### src/rtl/sys_axi_pkg.sv
// Shared AXI read-address definitions: burst encodings and AR legality helpers.
package sys_axi_pkg;

   localparam logic [1:0] BURST_FIXED = 2'd0;
   localparam logic [1:0] BURST_INCR  = 2'd1;
   localparam logic [1:0] BURST_WRAP  = 2'd2;

   // A WRAP burst must be 2, 4, 8 or 16 beats long.
   function automatic logic ar_wrap_len_ok(input logic [7:0] len);
      return (len == 8'd1) || (len == 8'd3) || (len == 8'd7) || (len == 8'd15);
   endfunction

   // Beat sizes top out at 128 bytes, so only the low 7 address bits matter.
   function automatic logic ar_aligned(input logic [6:0] addr, input logic [2:0] size);
      logic [6:0] mask;
      mask = 7'((8'd1 << size) - 8'd1);
      return (addr & mask) == 7'd0;
   endfunction

endpackage

### src/rtl/sys_axi_ar_fifo_mem.sv
// Payload store for the AR buffer: DEPTH x W registers, written on push, read asynchronously.
module sys_axi_ar_fifo_mem #(
   parameter int DEPTH = 4,
   parameter int W     = 8
) (
   input  logic                     clk,
   input  logic                     we,
   input  logic [$clog2(DEPTH)-1:0] waddr,
   input  logic [W-1:0]             wdata,
   input  logic [$clog2(DEPTH)-1:0] raddr,
   output logic [W-1:0]             rdata
);

   logic [W-1:0] mem [DEPTH];

   // NOTE: the array has no reset; occupancy lives in the top's count, and stale slots are never presented as valid.
   always_ff @(posedge clk) begin
      // NOTE: state is updated with non-blocking assignments so every register samples pre-edge values.
      if (we) mem[waddr] <= wdata;
   end

   assign rdata = mem[raddr];

endmodule

### src/rtl/sys_axi_ar_fifo.sv
// AXI4 AR channel buffer (MODE 1 FIFO / MODE 0 pass-through) with sticky burst-legality flag.
// Optional counters enabled by `SYS_AXI_AR_FIFO_PERF_EN.
module sys_axi_ar_fifo
   import sys_axi_pkg::*;
#(
   parameter int ID_W   = 4,
   parameter int ADDR_W = 64,
   parameter int DEPTH  = 4,
   parameter int MODE   = 1
) (
   input  logic                       clk,
   input  logic                       rst,
   input  logic [ID_W-1:0]            s_arid,
   input  logic [ADDR_W-1:0]          s_araddr,
   input  logic [7:0]                 s_arlen,
   input  logic [2:0]                 s_arsize,
   input  logic [2:0]                 s_arprot,
   input  logic [1:0]                 s_arburst,
   input  logic                       s_arlock,
   input  logic [3:0]                 s_arcache,
   input  logic [3:0]                 s_arqos,
   input  logic [3:0]                 s_arregion,
   input  logic                       s_arvalid,
   output logic                       s_arready,
   output logic [ID_W-1:0]            m_arid,
   output logic [ADDR_W-1:0]          m_araddr,
   output logic [7:0]                 m_arlen,
   output logic [2:0]                 m_arsize,
   output logic [2:0]                 m_arprot,
   output logic [1:0]                 m_arburst,
   output logic                       m_arlock,
   output logic [3:0]                 m_arcache,
   output logic [3:0]                 m_arqos,
   output logic [3:0]                 m_arregion,
   output logic                       m_arvalid,
   input  logic                       m_arready,
   output logic [$clog2(DEPTH+1)-1:0] level,
`ifdef SYS_AXI_AR_FIFO_PERF_EN
   output logic [31:0]                perf_stall,
   output logic [$clog2(DEPTH+1)-1:0] perf_maxlvl,
`endif
   output logic                       err_burst
);

   localparam int PTR_W = $clog2(DEPTH);
   localparam int LVL_W = $clog2(DEPTH+1);
   localparam int PAY_W = ID_W + ADDR_W + 8 + 3 + 3 + 2 + 1 + 4 + 4 + 4;

   logic [LVL_W-1:0] count;
   logic             push;
   logic             pop;
   logic             burst_bad;

   assign push  = s_arvalid && s_arready;
   assign pop   = m_arvalid && m_arready;
   assign level = count;

   if (MODE == 0) begin : g_pass
      assign {m_arid, m_araddr, m_arlen, m_arsize, m_arprot, m_arburst,
              m_arlock, m_arcache, m_arqos, m_arregion} =
             {s_arid, s_araddr, s_arlen, s_arsize, s_arprot, s_arburst,
              s_arlock, s_arcache, s_arqos, s_arregion};
      assign m_arvalid = s_arvalid;
      assign s_arready = m_arready;
      assign count     = '0;
   end else begin : g_fifo
      logic [PTR_W-1:0] wr_ptr;
      logic [PTR_W-1:0] rd_ptr;
      logic [LVL_W-1:0] count_next;
      logic [PAY_W-1:0] wdata;
      logic [PAY_W-1:0] rdata;

      assign wdata = {s_arid, s_araddr, s_arlen, s_arsize, s_arprot, s_arburst,
                      s_arlock, s_arcache, s_arqos, s_arregion};
      assign {m_arid, m_araddr, m_arlen, m_arsize, m_arprot, m_arburst,
              m_arlock, m_arcache, m_arqos, m_arregion} = rdata;
      assign m_arvalid = (count != '0);

      always_comb begin
         // NOTE: default first so every path assigns count_next and no latch is inferred.
         count_next = count;
         case ({push, pop})
            2'b10:   count_next = count + 1'b1;
            2'b01:   count_next = count - 1'b1;
            default: count_next = count;
         endcase
      end

      // Ready is registered from the next occupancy, so a pop while full only reopens a cycle later.
      always_ff @(posedge clk or posedge rst) begin
         if (rst) begin
            wr_ptr    <= '0;
            rd_ptr    <= '0;
            count     <= '0;
            s_arready <= 1'b0;
         end else begin
            if (push) wr_ptr <= wr_ptr + 1'b1;
            if (pop)  rd_ptr <= rd_ptr + 1'b1;
            count     <= count_next;
            s_arready <= (count_next < LVL_W'(DEPTH));
         end
      end

      sys_axi_ar_fifo_mem #(.DEPTH(DEPTH), .W(PAY_W)) u_mem (
         .clk   (clk),
         .we    (push),
         .waddr (wr_ptr),
         .wdata (wdata),
         .raddr (rd_ptr),
         .rdata (rdata)
      );
   end

   assign burst_bad = (s_arburst == 2'b11) ||
                      ((s_arburst == BURST_WRAP) &&
                       (!ar_wrap_len_ok(s_arlen) || !ar_aligned(s_araddr[6:0], s_arsize)));

   always_ff @(posedge clk or posedge rst) begin
      if (rst)                    err_burst <= 1'b0;
      else if (push && burst_bad) err_burst <= 1'b1;
   end

`ifdef SYS_AXI_AR_FIFO_PERF_EN
   always_ff @(posedge clk or posedge rst) begin
      if (rst) begin
         perf_stall  <= '0;
         perf_maxlvl <= '0;
      end else begin
         if (s_arvalid && !s_arready && (perf_stall != '1)) perf_stall <= perf_stall + 1'b1;
         if (count > perf_maxlvl) perf_maxlvl <= count;
      end
   end
`endif

endmodule

### config.mk
export PLATFORM = sky130hd
export DESIGN_NAME = sys_axi_ar_fifo
export DESIGN_NICKNAME = d
export VERILOG_FILES = /design/src/rtl/sys_axi_pkg.sv /design/src/rtl/sys_axi_ar_fifo_mem.sv /design/src/rtl/sys_axi_ar_fifo.sv
export SDC_FILE = /design/constraint.sdc
export NUM_CORES = 1
export LEC_CHECK = 0
export BUFFER_PORTS_ARGS = -buffer_cell sky130_fd_sc_hd__buf_4
export CORE_MARGIN = 3
export CORE_UTILIZATION = 47
export CTS_CLUSTER_DIAMETER = 200
export DETAILED_ROUTE_END_ITERATION = 6
export MAX_ROUTING_LAYER = met4
export PLACE_DENSITY = 0.67
export SETUP_SLACK_MARGIN = 0.4
export SYNTH_ARGS = -nofsm -noshare
export SYNTH_HDL_FRONTEND = slang
export SYNTH_SLANG_ARGS = --single-unit
### constraint.sdc
create_clock -name clk -period 4.3 [get_ports clk]
set_input_delay 0.86 -clock clk [delete_from_list [all_inputs] [get_ports clk]]
set_output_delay 0.86 -clock clk [all_outputs]
set_load 0.02 [all_outputs]
# Word-level counts from Yosys, hierarchy flattened
# Memories as Yosys holds them, arrays and structs flattened.
# Index checks and enable logic that the tools add are counted.
[classes]
n_addsub = 5
magnitude_cmp = 1
eq_ne = 8
shifts = 1
n_mux = 3
bitwise_logic = 1
n_reduce_logical = 13
[op_table]
columns = ["op", "count"]
rows = [
  ["$eq A8 B1 Y1 const B", 1],
  ["$eq A8 B2 Y1 const B", 1],
  ["$eq A8 B3 Y1 const B", 1],
  ["$eq A8 B4 Y1 const B", 1],
  ["$and A7 B7 Y7", 1],
  ["$logic_not A7 Y1", 1],
  ["$shl A1 B3 Y7 const A", 1],
  ["$sub A7 B1 Y7 const B", 1],
  ["$eq A2 B2 Y1 const B", 3],
  ["$pmux W3 S2", 1],
  ["$logic_or A1 B1 Y1", 5],
  ["$add A2 B1 Y2 const B", 2],
  ["$logic_and A1 B1 Y1", 4],
  ["$add A3 B1 Y3 const B", 1],
  ["$lt A3 B3 Y1 const B", 1],
  ["$reduce_bool A3 Y1", 1],
  ["$sub A3 B1 Y3 const B", 1],
  ["$eq A2 B1 Y1 const B", 1],
  ["$logic_not A1 Y1", 2],
  ["$mux W1", 2],
]
[word_totals]
reg_bits = 9
ramBits = 388
in_bits = 101
output_inout_bits = 103
word_cells = 38
mem_count = 1
[memory_table]
columns = ["name", "words", "word_bits", "read_ports", "rd_clocked_by_memory_dff", "wr", "line_no", "rtl"]
rows = [
  ["g_fifo.u_mem.mem", 4, 97, 1, 0, 1, "sys_axi_ar_fifo_mem.sv:14", "logic [W-1:0] mem [DEPTH];"],
]

# Longest topological paths before layout
# Gate-level depths: netlist of the first run.
[depth]
depth_word = 9
ltp_mapped = 8
depth_no_buf = 8

# By module
# Synthesis of the first run repeated with hierarchy kept, for this count alone.
[unflattened]
hier_cells = 554
area_unflattened_um2 = 14495.2
[by_module_without_submodules]
columns = ["module", "instances", "cells_each", "area_each_um2", "seq_area_each_um2"]
rows = [
  ["sys_axi_ar_fifo_mem", 1, 511, 14015.9, 11651.2],
  ["sys_axi_ar_fifo", 1, 43, 479.2, 225.2],
]

# Least setup slack after synthesis of the first run
# No wires, ideal clock.
[synth_path]
kind = "input to register"
startpoint = "in s_arvalid"
endpoint = "mem g_fifo.u_mem.mem[0][0] (netlist bit) (enable)"
setup_ns = 0.467
arrival_time_ns = 3.158
t_required_ns = 3.833
slack_ns = 0.675
cell_stages = 1
path_buffers = 0
path_cell_list = "and3_1"
[synth_via]
elab_chain_cells = 3
[synth_rtl]
columns = ["item", "line_no", "rtl"]
rows = [
  ["from (decl)", "sys_axi_ar_fifo.sv:23", "input logic s_arvalid,"],
  ["$logic_and A1 B1 Y1", "sys_axi_ar_fifo.sv:54", "assign push = s_arvalid && s_arready;"],
  ["$mux W1", "sys_axi_ar_fifo_mem.sv:19", "if (we) mem[waddr] <= wdata;"],
  ["$mux W1 (implied by the code)", "sys_axi_ar_fifo_mem.sv:19", ""],
  ["to (decl)", "sys_axi_ar_fifo_mem.sv:14", ""],
]
# Every way passes these cells.

# Worst setup path in the final report of the first run
[layout_path]
startpoint = "reg g_fifo.rd_ptr[0]"
endpoint = "out m_arburst[0]"
[layout_via]
elab_chain_cells = 1
[layout_rtl]
columns = ["item", "line_no", "rtl"]
rows = [
  ["from (decl)", "sys_axi_ar_fifo.sv:68", "logic [PTR_W-1:0] rd_ptr;"],
  ["from (signal assigned)", "sys_axi_ar_fifo.sv:98", "if (pop) rd_ptr <= rd_ptr + 1'b1;"],
  ["$mem_v2 Z4 W97", "-", ""],
  ["to (decl)", "sys_axi_ar_fifo.sv:30", "output logic [1:0] m_arburst,"],
]
# Every way passes these cells.

==> metrics.txt, run 1 <==
P&R area growth vs syn=22.1%; CP Cell Sequence=buf_12, mux4_2, buf_4; total number of vias=6664; r2r worst-path depth=8; aggregate negative setup slack=0 ns; Clk pin slew, worst setup/hold paths=0.06 ns; clk_lat worst skew=0.51 ns; Crit Reg-Reg Endpoint=s_arready; Peak VDD IR=0.581 mV; Slew HR=0.437; # hold bufs at CTS=0; Detailed Place HPWL=17500 um; vias in the first global route=7406; P_leak=6.01 nW; Synth area leaders=edfxtp_1 80%, mux4_2 15%, dfrtp_1 1.6%; EDFF count, synth=388; Post-Syn Instances=558; TritonCTS clock tree=yes; worst path arrival time=2.61 ns; mean area per synthesized cell=26.0 sq um; Post-Place Cells=1139; worst hold path class=in2async; Final Skew=0.00861 ns; Sinks on Clock Net=397; Ys Warns=0; All-Layer GR Usage=0.180; setup violators final=0; Clock Path Buffers=3; pwr dens=689 mW/mm^2; commonest cells after routing, fill and taps aside=388 x edfxtp_1, 207 x buf_4, 97 x mux4_2; fill count=2118; height of the die=182 um; clock root cell=clkbuf_16; Worst R2R Setup Slack=1.96 ns; Final Wtd Congestion=0.748; Final #Nets=899; delay-heaviest family, CP=flip-flops; I/O pin cnt=204; largest area contributor in the netlist=edfxtp_1; share of cells above drive strength 1=0.452; Distinct cells, synth=30; largest net degree at the start of global routing=57; initial drt markers=500; post-CTS resize count=0; WP buf/inv=2; first-pass GRT wire length=44200 um; row cnt=63; area fraction of the dominant cell type after synthesis=0.803; syn nets=665; RSZ-0062 raised after global routing=no; crit end category=output port; First-pass DRT Iterations=4; sequential element share of the synthesized area=0.818; total of flip-flops plus latches after synthesis=397; Final ANT Viol Nets=0; FF-to-FF Start=level[0]; drt total wl=28500 um; outcome=complete, no violations; die footprint=0.0330 sq mm; WP data required=3.44 ns; CP Launch Type=flop; IO buf count=203; Post-Layout Cell Count=1210; Max Cap Viol=0; Die Wd=182 um; Top FF cell, synth=edfxtp_1; CTS HTree Levels=2; detailed-route wire length per cell=23.6 um; Initial Util=0.483; Highest Clock Rate=288 MHz; Post-CTS Setup Bufs=0; Slew Limit Fails=0; core footprint=0.0300 sq mm; final hold vios=0; antenna violations before repair=1; Worst path max stage delay=0.94 ns; Slowest-stage cell, CP=dfrtp_4; grt ovf=0; total CTS buffers=41; Final Critical Period=3.47 ns; asr flop ratio synth=0.0227; commonest non-fill, non-tap cell in the layout=edfxtp_1; DRC=0; Worst-Margin Slew=0.844 ns; crit path kind=reg2out; synthesized area=0.0145 sq mm; Final Cycle Share=0.807; Max FO, Critical Path=35; via/cell ratio=5.51
[flip-flops by register name (all words and copies together), names as in the netlist]
signal	flops
level	3
g_fifo.u_mem.mem	388
s_arready	1
err_burst	1
g_fifo.wr_ptr	2
g_fifo.rd_ptr	2
[power by group]
| group | internal [mW] | switching, mW |
|---|---|---|
| logic | 1.84 | 2.06 |
| registers | 4.88 | 0.348 |
| clock network | 1.74 | 1.33 |
[Yosys cell counts (2+ instances only)]
cell and count:
mux2_2 2, inv_1 4, edfxtp_1 388, xor2_1 2, buf_8 2, and3_1 4, a31oi_1 2, ha_1 5
buf_2 12, dfrtp_1 9, nand2_1 3, clkbuf_1 6, xnor2_1 4, o21ai_0 3, mux4_2 97
[area by class of cell]
type | count | area, sq um | share of cell area
diodes | 1 | 2.50 | 0.000141
clock buffers | 50 | 1060 | 0.0598
clock inverters | 20 | 91.3 | 0.00515
inverters | 4 | 15.0 | 0.000847
multi-input cells | 135 | 2510 | 0.142
flip-flops and latches | 397 | 11900 | 0.671
well taps | 390 | 488 | 0.0275
repair buffers | 213 | 1670 | 0.0945
[worst reg2reg max path, stage by stage, from the launching register on]
cell	delay, ns
dfrtp_1	0.44
or3_1	0.41
and2_1	0.21
ha_1	0.25
fa_1	0.38
xnor2_1	0.14
nor2_1	0.13
xor2_1	0.22
inv_1	0.06
[per-stage QoR]
stage          setup slack, ns  power [mW]  hold WS, ns  utilization  area [sq um]
6_report                 0.831        12.2        0.310        0.590         17700
5_1_grt                  0.642        12.8        0.326        0.590         17700
4_1_cts                  0.740        12.4        0.303        0.590         17700
3_5_place_dp              1.29        9.31        0.498        0.552         16600
3_3_place_gp              1.30        9.22        0.504        0.552         16600
2_1_floorplan            0.675        7.68        0.498            -         14500
[cells by family (layout without fill, tap and decap cells)]
group,after synthesis,in the layout,share of synthesized area
DFF,397,397,0.818
and+or+nand+nor,14,14,0.00569
muxes,99,99,0.152
xor gates and xnor gates,6,6,0.00362
AOI/OAI and AO/OA,10,10,0.00440
adders and majority gates,6,6,0.00569
other,0,1,0
buffers and inverters,26,287,0.0101
[metal layers]
layer,wire length (um),vias up,global-route usage
met5,0,-,-
met4,444,0,0.0405
met3,2420,44,0.0511
met2,13800,240,0.277
met1,11800,3498,0.245
li1,-,2882,-
[worst max-delay path by stage]
stage	endpoint	startpoint	cells past startpoint
floorplan	g_fifo.u_mem.mem[0][0]	s_arvalid	1
global placement	m_araddr[57]	g_fifo.rd_ptr[0]	3
detailed placement	m_araddr[57]	g_fifo.rd_ptr[0]	3
CTS	m_araddr[57]	g_fifo.rd_ptr[0]	3
global route	m_araddr[57]	g_fifo.rd_ptr[0]	3
finish	m_arburst[0]	g_fifo.rd_ptr[0]	3
No activity file was read; power rests on OpenSTA's default activity.
==> run 2: changes to the inputs <==
--- a/config.mk
+++ b/config.mk
@@ -5,6 +5,7 @@
 export SDC_FILE = /design/constraint.sdc
 export NUM_CORES = 1
 export LEC_CHECK = 0
+export ABC_AREA = 1
 export BUFFER_PORTS_ARGS = -buffer_cell sky130_fd_sc_hd__buf_4
 export CORE_MARGIN = 3
 export CORE_UTILIZATION = 47
==> constraint.sdc (replaced) <==
create_clock -name clk -period 3.3 [get_ports clk]
set_input_delay 0.66 -clock clk [delete_from_list [all_inputs] [get_ports clk]]
set_output_delay 0.66 -clock clk [all_outputs]
set_load 0.02 [all_outputs]
==> run 2 against run 1 <==
  * Design area is 2.8% higher
  * Global-route usage is 1.3 points higher
  * Sequential cell count stayed put
  * First-iteration DRC count is 41% higher
  * Clock power is 41% higher
  * Die area is 3.0% higher
  * Register-to-register slack worse by 0.73 ns
  * Combinational power is 67% higher
  * Worst setup slack worse by 0.35 ns
  * Count of clock-buffer cells in the layout is 9 higher
  * Worst hold slack worse by 0.13 ns
  * Largest cell class unchanged
==> metrics.txt, run 2 <==
final hold vios=0; asr flop ratio synth=0.0227; grt ovf=0; Clock Power Share=0.249; Worst-Margin Slew=0.646 ns; I/O pin cnt=204; Peak VDD IR=0.593 mV; Final Cycle Share=0.854; Detailed Place HPWL=18400 um; All-Layer GR Usage=0.193; mean area per synthesized cell=14.6 sq um; Max FO, Critical Path=121; worst path arrival time=2.16 ns; detailed-route wire length per cell=19.6 um; max FFs per register=388; Top reg by flops=g_fifo.u_mem.mem; Ys Warns=0; drt total wl=32400 um; Max Cap Viol=0; clk_lat worst skew=0.52 ns; crit path kind=reg2out; Sinks on Clock Net=397; Clock Path Buffers=3; Slew HR=0.569; Clk pin slew, worst setup/hold paths=0.06 ns; Post-DP Area=0.0169 sq mm; height of the die=184 um; via/cell ratio=5.38; Crit Reg-Reg Endpoint=s_arready; first-pass GRT wire length=49500 um; setup violators final=0; WP data required=2.64 ns; combinational fraction of design power=0.375; RSZ-0062 raised after global routing=yes; internal power=11.1 mW; clock root cell=clkbuf_16; Top FF cell, synth=edfxtp_1; sequential share of power=0.376; core footprint=0.0310 sq mm; total CTS buffers=42; commonest cells in the netlist=388 x edfxtp_1, 208 x nor2_1, 143 x o21ai_0; total number of vias=8890; Worst R2R Setup Slack=1.23 ns; Final Skew=0.0172 ns; Slew Limit Fails=0; r2r worst-path depth=9; sequential element share of the synthesized area=0.793; P_leak=6.33 nW; syn nets=1129; Synth area leaders=edfxtp_1 78%, nor2_1 5.2%, o21ai_0 4.8%; commonest cells after routing, fill and taps aside=388 x edfxtp_1, 210 x buf_4, 204 x nor2_1; area fraction of the dominant cell type after synthesis=0.778; Initial Util=0.483; First-pass DRT Iterations=5; Highest Clock Rate=355 MHz; CP Launch Type=flop; Sw Pwr=6.21 mW; Worst path max stage delay=0.48 ns; WP buf/inv=2; Final ANT Viol Nets=0; IO buf count=203; Slowest-stage cell, CP=dfrtp_4; Final Wtd Congestion=0.724; crit end category=output port; row cnt=64; vias in the first global route=8748; worst hold path class=in2async; outcome=complete, no violations; DRC=0; TritonCTS clock tree=yes; pwr dens=952 mW/mm^2; synthesized area=0.0150 sq mm; share of cells above drive strength 1=0.231; count leader, synth=edfxtp_1; Final Critical Period=2.82 ns; CTS HTree Levels=2; CP Cell Sequence=buf_12, o21ai_0, o22ai_1, buf_4; Die Wd=184 um; Distinct cells, synth=23; P&R area growth vs syn=21.8%; largest area contributor in the netlist=edfxtp_1; Post-Syn Instances=1022; die footprint=0.0340 sq mm; initial drt markers=706; total power=17.4 mW; largest net degree at the start of global routing=122; Sw Ratio=0.358; antenna violations before repair=1; Final #Nets=1333; FF-to-FF Start=level[0]; cell area after layout=0.0182 sq mm; EDFF count, synth=388; delay-heaviest family, CP=buffers and inverters; commonest non-fill, non-tap cell in the layout=edfxtp_1; total of flip-flops plus latches after synthesis=397
run 2: cell count changes after synthesis, moves of 14 or more:
cell,delta
nor2_1,+207
clkbuf_1,+18
o21ai_1,+53
inv_1,+19
o21ai_0,+140
buf_6,+15
mux4_2,-97
o22ai_1,+96
nand2_1,+14
run 2: layout make-up:
cell class / instances / area (sq um)
timing repair buffer: 223 / 1830
multi-input combinational: 538 / 2640
clock buffer: 59 / 1170
antenna: 1 / 2.50
clock inverter: 15 / 100
inverter: 24 / 104
tap: 396 / 495
fill: 2418 / 12800
sequential: 397 / 11900
run 2: worst max path at each step:
stage,slack (ns),startpoint,endpoint,cells past startpoint
floorplan,-0.56,s_arvalid,g_fifo.u_mem.mem[0][0],2
global placement,0.95,g_fifo.rd_ptr[0],m_arlen[2],4
detailed placement,0.92,g_fifo.rd_ptr[0],m_araddr[39],5
CTS,0.44,g_fifo.rd_ptr[0],m_araddr[39],5
global route,0.38,g_fifo.rd_ptr[0],m_arlen[2],4
finish,0.48,g_fifo.rd_ptr[0],m_arsize[1],4
run 2: logic make-up (layout without fill, tap and decap cells):
group	after synthesis	after routing	share of synthesized area
flops	397	397	0.793
other cells	0	1	0
buf+inv	87	321	0.0321
compound gates	298	298	0.108
xor+xnor	4	4	0.00234
simple gates	230	230	0.0582
fa+ha+maj	6	6	0.00552
run 2: per-layer routing:
layer	share of wire	vias to the layer above	track usage	wire (um)
met2	0.49	228	0.309	16000
met3	0.059	49	0.0389	1910
li1	-	4237	-	-
met4	0.024	0	0.0517	770
met5	0	-	-	0
met1	0.42	4376	0.256	13700
run 2: metrics by stage:
step	std cells	worst slack (ns)	util	TNS, ns	hold slack, ns
floorplan	1022	-0.561	-	-217.76	0.488
global placement	1578	0.946	0.547	0	0.470
detailed placement	1578	0.921	0.547	0	0.480
CTS	1652	0.442	0.588	0	0.176
global route	1653	0.384	0.588	0	0.200
finish	1653	0.480	0.588	0	0.183
run 2: what timing repair did:
action,in CTS,in global routing
setup endpoints to repair,10,14
resized for setup,2,2
buffers inserted,0,0
gates cloned,0,0
hold buffers,0,0
pin swaps,0,0
run 2: power by group through the flow:
| stage | clock network, mW | registers (mW) | logic (mW) |
|---|---|---|---|
| finish | 4.32 | 6.52 | 6.51 |
| global route | 4.62 | 6.58 | 7.08 |
| CTS | 4.40 | 6.52 | 6.62 |
| detailed placement | 0 | 6.62 | 6.60 |
| global placement | 0 | 6.60 | 6.51 |
| floorplan | 0 | 6.61 | 3.99 |
run 2: worst reg2reg max path, cell delays in order (launching register included):
cell     delay, ns
dfrtp_1       0.44
nor2_1        0.12
nand2_1       0.07
nand2_1       0.12
inv_1         0.10
ha_1          0.24
fa_1          0.39
o21ai_0       0.22
xor2_1        0.21
inv_1         0.06
==> run 3: changes to the inputs <==
--- a/config.mk
+++ b/config.mk
@@ -6,13 +6,15 @@
 export NUM_CORES = 1
 export LEC_CHECK = 0
 export ABC_AREA = 1
-export BUFFER_PORTS_ARGS = -buffer_cell sky130_fd_sc_hd__buf_4
+export BUFFER_PORTS_ARGS = -buffer_cell sky130_fd_sc_hd__buf_2
+export CELL_PAD_IN_SITES_DETAIL_PLACEMENT = 0
+export CELL_PAD_IN_SITES_GLOBAL_PLACEMENT = 1
 export CORE_MARGIN = 3
 export CORE_UTILIZATION = 47
 export CTS_CLUSTER_DIAMETER = 200
 export DETAILED_ROUTE_END_ITERATION = 6
 export MAX_ROUTING_LAYER = met4
-export PLACE_DENSITY = 0.67
+export PLACE_DENSITY_LB_ADDON = 0.1
 export SETUP_SLACK_MARGIN = 0.4
 export SYNTH_ARGS = -nofsm -noshare
 export SYNTH_HDL_FRONTEND = slang
==> constraint.sdc (replaced) <==
create_clock -name clk -period 2.8 [get_ports clk]
set_input_delay 0.56 -clock clk [delete_from_list [all_inputs] [get_ports clk]]
set_output_delay 0.56 -clock clk [all_outputs]
set_load 0.02 [all_outputs]
==> run 3 against run 2 <==
  * Die area unchanged
  * Design area grew 8.3%
  * Combinational power is 72% higher
  * First-iteration DRC count grew 2.0%
  * Wire length increased by 25%
  * Highest routed layer unchanged
==> metrics.txt, run 3 (synthesis gave the netlist of run 2 again) <==
outcome=complete, no violations; core footprint=0.0310 sq mm; worst path arrival time=2.00 ns; largest net degree at the start of global routing=77; via/cell ratio=5.52; setup violators final=0; RSZ-0062 raised after global routing=yes; final hold vios=0; Worst R2R Setup Slack=0.75 ns; DRC=0; Clock Path Buffers=3; combinational fraction of design power=0.466; Top reg by flops=g_fifo.u_mem.mem; Sw Ratio=0.366; FF-to-FF Start=level[0]; Highest Clock Rate=390 MHz; All-Layer GR Usage=0.231; Final Cycle Share=0.916; cell area after layout=0.0197 sq mm; detailed-route wire length per cell=23.6 um; Worst-Margin Slew=0.673 ns; Sw Pwr=8.81 mW; Die Wd=184 um; First-pass DRT Iterations=5; drt total wl=40500 um; tightest hold margin=0.0178 ns; total CTS buffers=41; total number of vias=9454; most used cell, CP=buf_12; row cnt=64; P_leak=7.01 nW; die footprint=0.0340 sq mm; antenna violations before repair=4; Final Wtd Congestion=0.733; aggregate negative setup slack=0 ns; I/O pin cnt=204; commonest non-fill, non-tap cell in the layout=edfxtp_1; Initial Util=0.483; pwr dens=1220 mW/mm^2; first-pass GRT wire length=56600 um; Max Cap Viol=0; CP Cell Sequence=buf_12, inv_16, buf_12, clkbuf_16, o21ai_1, o22ai_2, buf_4; Crit Reg-Reg Endpoint=s_arready; Final Skew=0.0104 ns; P&R area growth vs syn=31.9%; clk_lat worst skew=0.52 ns; Slowest-stage cell, CP=dfrtp_4; CP Launch Type=flop; sequential share of power=0.318; internal power=15.3 mW; Sinks on Clock Net=397; fill count=2322; Max FO, Critical Path=6; commonest cells after routing, fill and taps aside=388 x edfxtp_1, 168 x nor2_1, 115 x buf_2; Util after Layout=0.637; Clk pin slew, worst setup/hold paths=0.06 ns; WP data required=2.24 ns; vias in the first global route=9017; crit path kind=reg2out; Slew Limit Fails=0; Peak VDD IR=0.901 mV; Post-DP Area=0.0164 sq mm; initial drt markers=720; Final Critical Period=2.56 ns; clock root cell=clkbuf_16; max FFs per register=388; Worst path max stage delay=0.43 ns; Detailed Place HPWL=17600 um; r2r worst-path depth=10; share of cells above drive strength 1=0.329; grt ovf=0; Final ANT Viol Nets=0; Final #Nets=1392; total power=24.1 mW; crit path launch=g_fifo.rd_ptr[0]; IO buf count=203; worst hold path class=in2async; Slew HR=0.551; Clock Power Share=0.215; Worst Setup EP=m_araddr[24]; CTS HTree Levels=2; TritonCTS clock tree=yes; height of the die=184 um; crit end category=output port
## run 3: timing repair
| action | in CTS | in global routing |
|---|---|---|
| endpoints found under the hold margin | 0 | 0 |
| hold buffers | 0 | 0 |
| resized for setup | 141 | 152 |
| pin swaps | 18 | 49 |
| setup buffers | 21 | 0 |
| gates cloned | 23 | 15 |
| setup endpoints to repair | 97 | 97 |
## run 3: metal layers
metal,vias to the layer above,part of all wire,GRT usage
met2,322,0.47,0.346
met3,60,0.072,0.0568
met5,-,0,-
met1,4675,0.43,0.314
met4,0,0.023,0.0786
li1,4397,-,-
## run 3: critical path, delay by kind of cell, from the launching register on
family / cells / cell delay [ns]
DFF: 1 / 0.43
AOI/OAI and AO/OA: 2 / 0.35
buffers and inverters: 5 / 0.68
## run 3: worst min path at each step
stage / to / slack (ns) / cells after the start
5_1_grt: g_fifo.rd_ptr[0] / 0.04 / 2
4_1_cts: level[0] / 0.01 / 2
3_3_place_gp: err_burst / 0.45 / 2
3_5_place_dp: err_burst / 0.47 / 2
6_report: level[0] / 0.02 / 2
2_1_floorplan: err_burst / 0.39 / 1
## run 3: per-stage QoR
stage / cells / setup WS, ns
after global routing: 1714 / 0.167
final: 1714 / 0.236
after floorplan: 1022 / 0.277
after global placement: 1579 / 0.604
after detailed placement: 1579 / 0.588
after CTS: 1696 / 0.262
## run 3: power groups by stage
stage / Combinational [mW] / Sequential, mW / Clock [mW]
floorplan: 4.73 / 7.76 / 0
global placement: 7.12 / 7.75 / 0
detailed placement: 7.16 / 7.76 / 0
CTS: 9.95 / 7.63 / 5.26
global route: 11.9 / 7.72 / 5.52
finish: 11.2 / 7.66 / 5.18
## run 3: cell type report
class                   instances  area [sq um]  share of cell area
diodes                          3          7.51            0.000380
clock buffers                  54          1100              0.0560
clock inverters                19           169             0.00856
inverters                      24           114             0.00577
multi-input cells             538          3030               0.154
flip-flops and latches        397         11900               0.602
well taps                     396           495              0.0251
repair buffers                279          2890               0.146
repair inverters                4          50.0             0.00254
